==> config.mk <==
export PLATFORM = sky130hd
export DESIGN_NAME = bit_serial_alu
export DESIGN_NICKNAME = d
export VERILOG_FILES = /design/src/rtl/bit_serial_alu.sv
export SDC_FILE = /design/constraint.sdc
export NUM_CORES = 1
export LEC_CHECK = 0
export CORE_UTILIZATION = 30
export DETAILED_ROUTE_END_ITERATION = 8
export GPL_TIMING_DRIVEN = 0
export PLACE_DENSITY = 0.5
export SYNTH_ARGS = -nofsm -noshare
export SYNTH_HDL_FRONTEND = slang
export SYNTH_SLANG_ARGS = --single-unit
==> constraint.sdc <==
create_clock -name clk -period 2.9 [get_ports clk]
set_clock_uncertainty 0.1 [all_clocks]
set_input_delay 0.58 -clock clk [delete_from_list [all_inputs] [get_ports clk]]
set_output_delay 0.58 -clock clk [all_outputs]
set_load 0.02 [all_outputs]
==> src/rtl/bit_serial_alu.sv <==
// bit_serial_alu: LSB-first bit-serial execute unit around a single ALU bit slice.
// Produces a WIDTH-bit result plus N/Z/V/C flags WIDTH cycles after start is accepted.
`default_nettype none

module bit_serial_alu #(
  parameter int WIDTH = 64
) (
  input  logic             clk,
  input  logic             reset,
  input  logic             start,
  input  logic [2:0]       cntrl,
  input  logic [WIDTH-1:0] A,
  input  logic [WIDTH-1:0] B,
  output logic             busy,
  output logic             done,
  output logic [WIDTH-1:0] result,
  output logic             negative,
  output logic             zero,
  output logic             overflow,
  output logic             carry_out
);

  localparam int             CW   = $clog2(WIDTH);
  localparam logic [CW-1:0]  LAST = CW'(WIDTH - 1);

  typedef enum logic [1:0] {
    IDLE = 2'd0,
    RUN  = 2'd1,
    DONE = 2'd2
  } state_t;

  state_t           state;
  state_t           state_nxt;

  logic [WIDTH-1:0] a_sr;
  logic [WIDTH-1:0] b_sr;
  logic [WIDTH-2:0] res_sr;
  logic [2:0]       op;
  logic [CW-1:0]    cnt;
  logic             cy;

  logic             b_eff;
  logic             sum;
  logic             cout;
  logic             slice_bit;
  logic             is_arith;
  logic             is_rsvd;
  logic             last;
  logic [WIDTH-1:0] res_next;

  // Single bit slice; subtract inverts b ahead of the adder only.
  always_comb begin
    b_eff = b_sr[0] ^ (op == 3'b011);
    sum   = a_sr[0] ^ b_eff ^ cy;
    cout  = (a_sr[0] & b_eff) | (cy & (a_sr[0] ^ b_eff));
    case (op)
      3'b000:         slice_bit = b_sr[0];
      3'b010, 3'b011: slice_bit = sum;
      3'b100:         slice_bit = a_sr[0] & b_sr[0];
      3'b101:         slice_bit = a_sr[0] | b_sr[0];
      3'b110:         slice_bit = a_sr[0] ^ b_sr[0];
      default:        slice_bit = 1'b0;
    endcase
  end

  assign is_arith = (op == 3'b010) || (op == 3'b011);
  assign is_rsvd  = (op == 3'b001) || (op == 3'b111);
  assign last     = (cnt == LAST);
  assign res_next = {slice_bit, res_sr};

  always_ff @(posedge clk or negedge reset) begin
    if (!reset) begin
      state <= IDLE;
    end else begin
      state <= state_nxt;
    end
  end

  always_comb begin
    state_nxt = state;
    busy      = 1'b0;
    done      = 1'b0;
    case (state)
      IDLE: begin
        if (start) begin
          state_nxt = RUN;
        end
      end
      RUN: begin
        busy = 1'b1;
        if (last) begin
          state_nxt = DONE;
        end
      end
      DONE: begin
        busy      = 1'b1;
        done      = 1'b1;
        state_nxt = IDLE;
      end
      default: begin
        state_nxt = IDLE;
      end
    endcase
  end

  always_ff @(posedge clk or negedge reset) begin
    if (!reset) begin
      a_sr      <= '0;
      b_sr      <= '0;
      res_sr    <= '0;
      op        <= '0;
      cnt       <= '0;
      cy        <= 1'b0;
      result    <= '0;
      negative  <= 1'b0;
      zero      <= 1'b0;
      overflow  <= 1'b0;
      carry_out <= 1'b0;
    end else begin
      case (state)
        IDLE: begin
          if (start) begin
            a_sr <= A;
            b_sr <= B;
            op   <= cntrl;
            cnt  <= '0;
            cy   <= (cntrl == 3'b011);
          end
        end
        RUN: begin
          a_sr   <= {1'b0, a_sr[WIDTH-1:1]};
          b_sr   <= {1'b0, b_sr[WIDTH-1:1]};
          res_sr <= res_next[WIDTH-1:1];
          if (is_arith) begin
            cy <= cout;
          end
          if (last) begin
            // Reserved codes run the full sequence but leave the visible result untouched.
            if (!is_rsvd) begin
              result    <= res_next;
              negative  <= slice_bit;
              zero      <= (res_next == '0);
              carry_out <= is_arith & cout;
              overflow  <= is_arith & (cy ^ cout);
            end
          end else begin
            cnt <= cnt + CW'(1);
          end
        end
        default: begin
        end
      endcase
    end
  end

endmodule

`default_nettype wire

==> results of run 1 <==
per-stage QoR:
step / setup slack (ns) / total power [mW] / hold slack, ns / setup TNS [ns] / util
floorplan: 0.590 / 9.11 / 0.184 / 0 / -
global placement: -11.44 / 10.5 / 0.370 / -3082.44 / 0.377
detailed placement: -0.126 / 10.6 / 0.379 / -14.90 / 0.378
CTS: 0.0563 / 15.1 / 0.393 / 0 / 0.411
global route: 0.0946 / 15.9 / 0.418 / 0 / 0.411
finish: 0.347 / 14.8 / 0.391 / 0 / 0.411
area by class of cell:
cell class,instances,share of cell area
multi-input cells,609,0.289
plain buffers,59,0.0184
diodes,2,0.000322
repair buffers,208,0.136
flip-flops and latches,270,0.435
well taps,511,0.0412
clock buffers,53,0.0693
clock inverters,9,0.00846
inverters,9,0.00217
worst paths after layout:
check	from	end	slack, ns	cells past startpoint
worst min register to register	result[62]$_DFFE_PN0P_	result[62]$_DFFE_PN0P_	0.39	1
worst max-delay path	state[1]$_DFFE_PN0P_	busy	0.35	3
min in group asynchronous	reset	res_sr[23]$_DFFE_PN0P_	0.53	2
worst min-delay path	result[62]$_DFFE_PN0P_	result[62]$_DFFE_PN0P_	0.39	1
max in group asynchronous	reset	a_sr[21]$_DFFE_PN0P_	0.77	4
worst max register to register	op[1]$_DFFE_PN0P_	zero$_DFFE_PN0P_	0.39	6
layout by cell type, fill, tap and decap left out, types with 2 or more instances in the layout:
cell,netlist,routed
clkdlybuf4s50_1,0,202
nand4_1,6,6
buf_4,1,3
xnor2_1,2,2
clkinv_2,0,2
clkbuf_8,0,9
buf_2,2,2
a31oi_1,4,4
mux2_1,6,6
clkinvlp_4,0,3
clkbuf_1,43,46
clkbuf_16,0,37
inv_1,8,8
diode_2,0,2
nand3_1,3,3
nand2b_1,2,2
a21oi_1,135,135
bufinv_16,0,3
buf_16,0,2
mux2i_1,127,127
or3_1,2,2
nor2b_1,6,6
ha_1,7,7
o22ai_1,2,2
nor4_1,16,16
dfrtp_1,270,270
nor3_1,4,4
o21ai_0,9,9
nor2_1,132,132
clkbuf_2,0,4
buf_1,6,6
mux2_2,123,123
buf_6,7,7
nand2_1,11,11
registers in the layout, summed over array words and instances, names as in the netlist:
name,cells
a_sr,64
b_sr,64
result,64
res_sr,63
cnt,6
op,3
state,2
carry_out,1
cy,1
overflow,1
zero,1
power by group through the flow:
stage                     Sequential, mW  Combinational, mW  Clock (mW)
final                               5.68               4.69        4.45
after global routing                5.85               5.34        4.76
after CTS                           5.69               4.82        4.62
after detailed placement            5.75               4.81           0
after global placement              5.74               4.74           0
after floorplan                     5.52               3.58           0
worst register-to-register path, cell delays in order (launching register included):
cell and delay (ns):
dfrtp_1 0.43, nor2b_1 0.40, nand2_1 0.12, xnor2_1 0.19, fa_1 0.43, a221oi_1 0.54
a31o_2 0.24
cell families (layout without fill, tap and decap cells):
logic type / Yosys count / in the layout / share of synthesized area
AND/OR/NAND/NOR: 184 / 184 / 0.0681
AO/OA/AOI/OAI: 158 / 158 / 0.0730
XOR/XNOR: 3 / 3 / 0.00227
multiplexers: 256 / 256 / 0.236
adder cells (fa/ha/maj): 8 / 8 / 0.00931
buffers and inverters: 68 / 338 / 0.0272
flip-flops: 270 / 270 / 0.585
other: 0 / 2 / 0
what timing repair did:
action / in CTS / in global routing
setup endpoints to repair: 64 / 123
gates resized for setup: 1 / 7
hold buffers: 1 / 0
buffers inserted: 2 / 0
endpoints found under the hold margin: 68 / 0
pin swaps: 1 / 0
per-layer routing:
metal  wire [microns]  vias up
met3             1940       40
met2            12500      168
met1            13100     3874
met4              511        8
li1                 -     3851
met5               57        -
==> flow_metrics.py, run 1 <==
metrics = {
    "status": {
        "outcome": "finished clean",
    },
    "synthesis": {
        "synth_top_cells_by_count": "dfrtp_1 (270), a21oi_1 (135), nor2_1 (132), mux2i_1 (127), mux2_2 (123)",
        "synthFlopType": "dfrtp_1",
        "synth_top_area_share": 0.585,
        "synth_area_leaders": "dfrtp_1 (58%), mux2_2 (12%), mux2i_1 (11%), a21oi_1 (5.8%), nor2_1 (4.3%)",
        "synth.net_count": 1089,
        "syn_area_per_cell_sq_um": 12.2,
        "synth.ff_latch_count": 270,
        "ys_types": 38,
        "ys_seq_area_frac": 0.585,
        "synth.most_common_cell": "dfrtp_1",
        "synth_edf_count": 0,
        "synth_area_sq_um": 11600,
        "syn_inst": 947,
        "yosysWarnings": 0,
        "async_reset_ff_frac": 1.00,
        "yosysTopAreaCell": "dfrtp_1",
    },
    "setup_path": {
        "crit_type": "flop to primary output",
        "crit_slowest_cell": "clkdlybuf4s50_1",
        "path_cells": "inv_1 > ha_1 > clkdlybuf4s50_1",
        "worst-endpoint-required_ns": 2.22,
        "worstPathArrival_ns": 1.87,
        "crit_fanout": 3,
        "cpPeakStageDelay_ns": 0.64,
        "critPathBufInv": 2,
        "start_kind": "flop",
        "crit_family": "buffers and inverters",
        "crit_path_end_kind": "primary output",
    },
    "global_route": {
        "grt_pass1_wl_microns": 46100,
        "busiest_layer": "met2",
        "antenna_found_initial": 6,
        "grt.overflow.total": 0,
        "grt_start_max_net_pins": 104,
        "grtUsageMet3": 0.0470,
        "grt_pass1_vias": 8314,
        "grt_use_met2": 0.225,
        "use_met1": 0.201,
        "track_usage": 0.148,
    },
    "floorplanning": {
        "io_pins": 204,
        "core_sq_um": 37800,
        "die_h_microns": 198,
        "start_util": 0.306,
        "die_x_microns": 198,
        "die-area_sq_um": 39300,
        "rows": 71,
    },
    "routing": {
        "viasPerCell": 4.59,
        "drtAntennaViolNets": 0,
        "drc": 0,
        "totalWireLength_microns": 28100,
        "drt_iter0_drc": 343,
        "drt_first_pass_iters": 4,
        "wl_per_cell_microns": 16.2,
        "vias": 7941,
    },
    "power": {
        "p_int_mw": 9.88,
        "p_sw_mw": 4.95,
        "p_seq_frac": 0.383,
        "p_per_area_nw_per_um2": 954,
        "switching_share": 0.334,
        "clock_power_share": 0.300,
        "ir_drop_v": 0.000458,
        "comb_power_share": 0.317,
        "p_leak_nw": 6.88,
    },
    "place": {
        "gp_routability_congestion": 0.756,
        "post-place-cells": 1663,
        "hpwl_microns": 19400,
        "port_buffers": 203,
        "placedInstanceArea_sq_um": 14300,
    },
    "cells_and_area": {
        "num-fill-cells": 3686,
        "multi_input_area_sq_um": 4490,
        "finalNonFillerCells": 1730,
        "drive_above_1_share": 0.164,
        "final_area_sq_um": 15500,
        "regArea_sq_um": 6760,
        "syn_to_final_growth_pct": 34.4,
        "final_nets": 1333,
    },
    "timing": {
        "fmax_mhz": 392,
        "fin_crit_ns": 2.55,
        "setup_viol": 0,
        "final_max_slew_viol_count": 0,
        "relSlewSlack": 0.491,
        "rsz0062_at_grt": "no",
        "finalHoldViolations": 0,
        "period_share": 0.880,
        "worstMarginPinSlew_ns": 0.763,
    },
    "clocking": {
        "cts_tree": "done",
        "clk-insertion-delay-late_ns": 0.50,
        "root_buffer": "clkbuf_16",
        "cts_buffers": 34,
        "clock_tree.buffer_depth": 3,
        "htree_num_levels": 2,
        "cts.clk_slew.worst_paths_ns": 0.06,
        "cts_sinks": 270,
    },
    "job": {
        "cap_violations": 0,
    },
    "hold_path": {
        "hp-class": "flop to flop",
    },
}
Power figures use the tool's default switching activity.
==> run 2: changes to the inputs <==
==> constraint.sdc (replaced) <==
create_clock -name clk -period 2.9 [get_ports clk]
set_clock_uncertainty 0.1 [all_clocks]
set_input_delay 0.58 -clock clk [delete_from_list [all_inputs] [get_ports clk]]
set_output_delay 0.58 -clock clk [all_outputs]
set_load 0.005 [all_outputs]
==> results of run 2 <==
Same layout as run 1 (identical final DEF). Status: finished clean.
Main changes from that run: setup slack after layout 0.347 ns -> 0.392 ns; start point of the critical path state[1]$_DFFE_PN0P_ -> op[1]$_DFFE_PN0P_; end point of the critical path busy -> zero$_DFFE_PN0P_
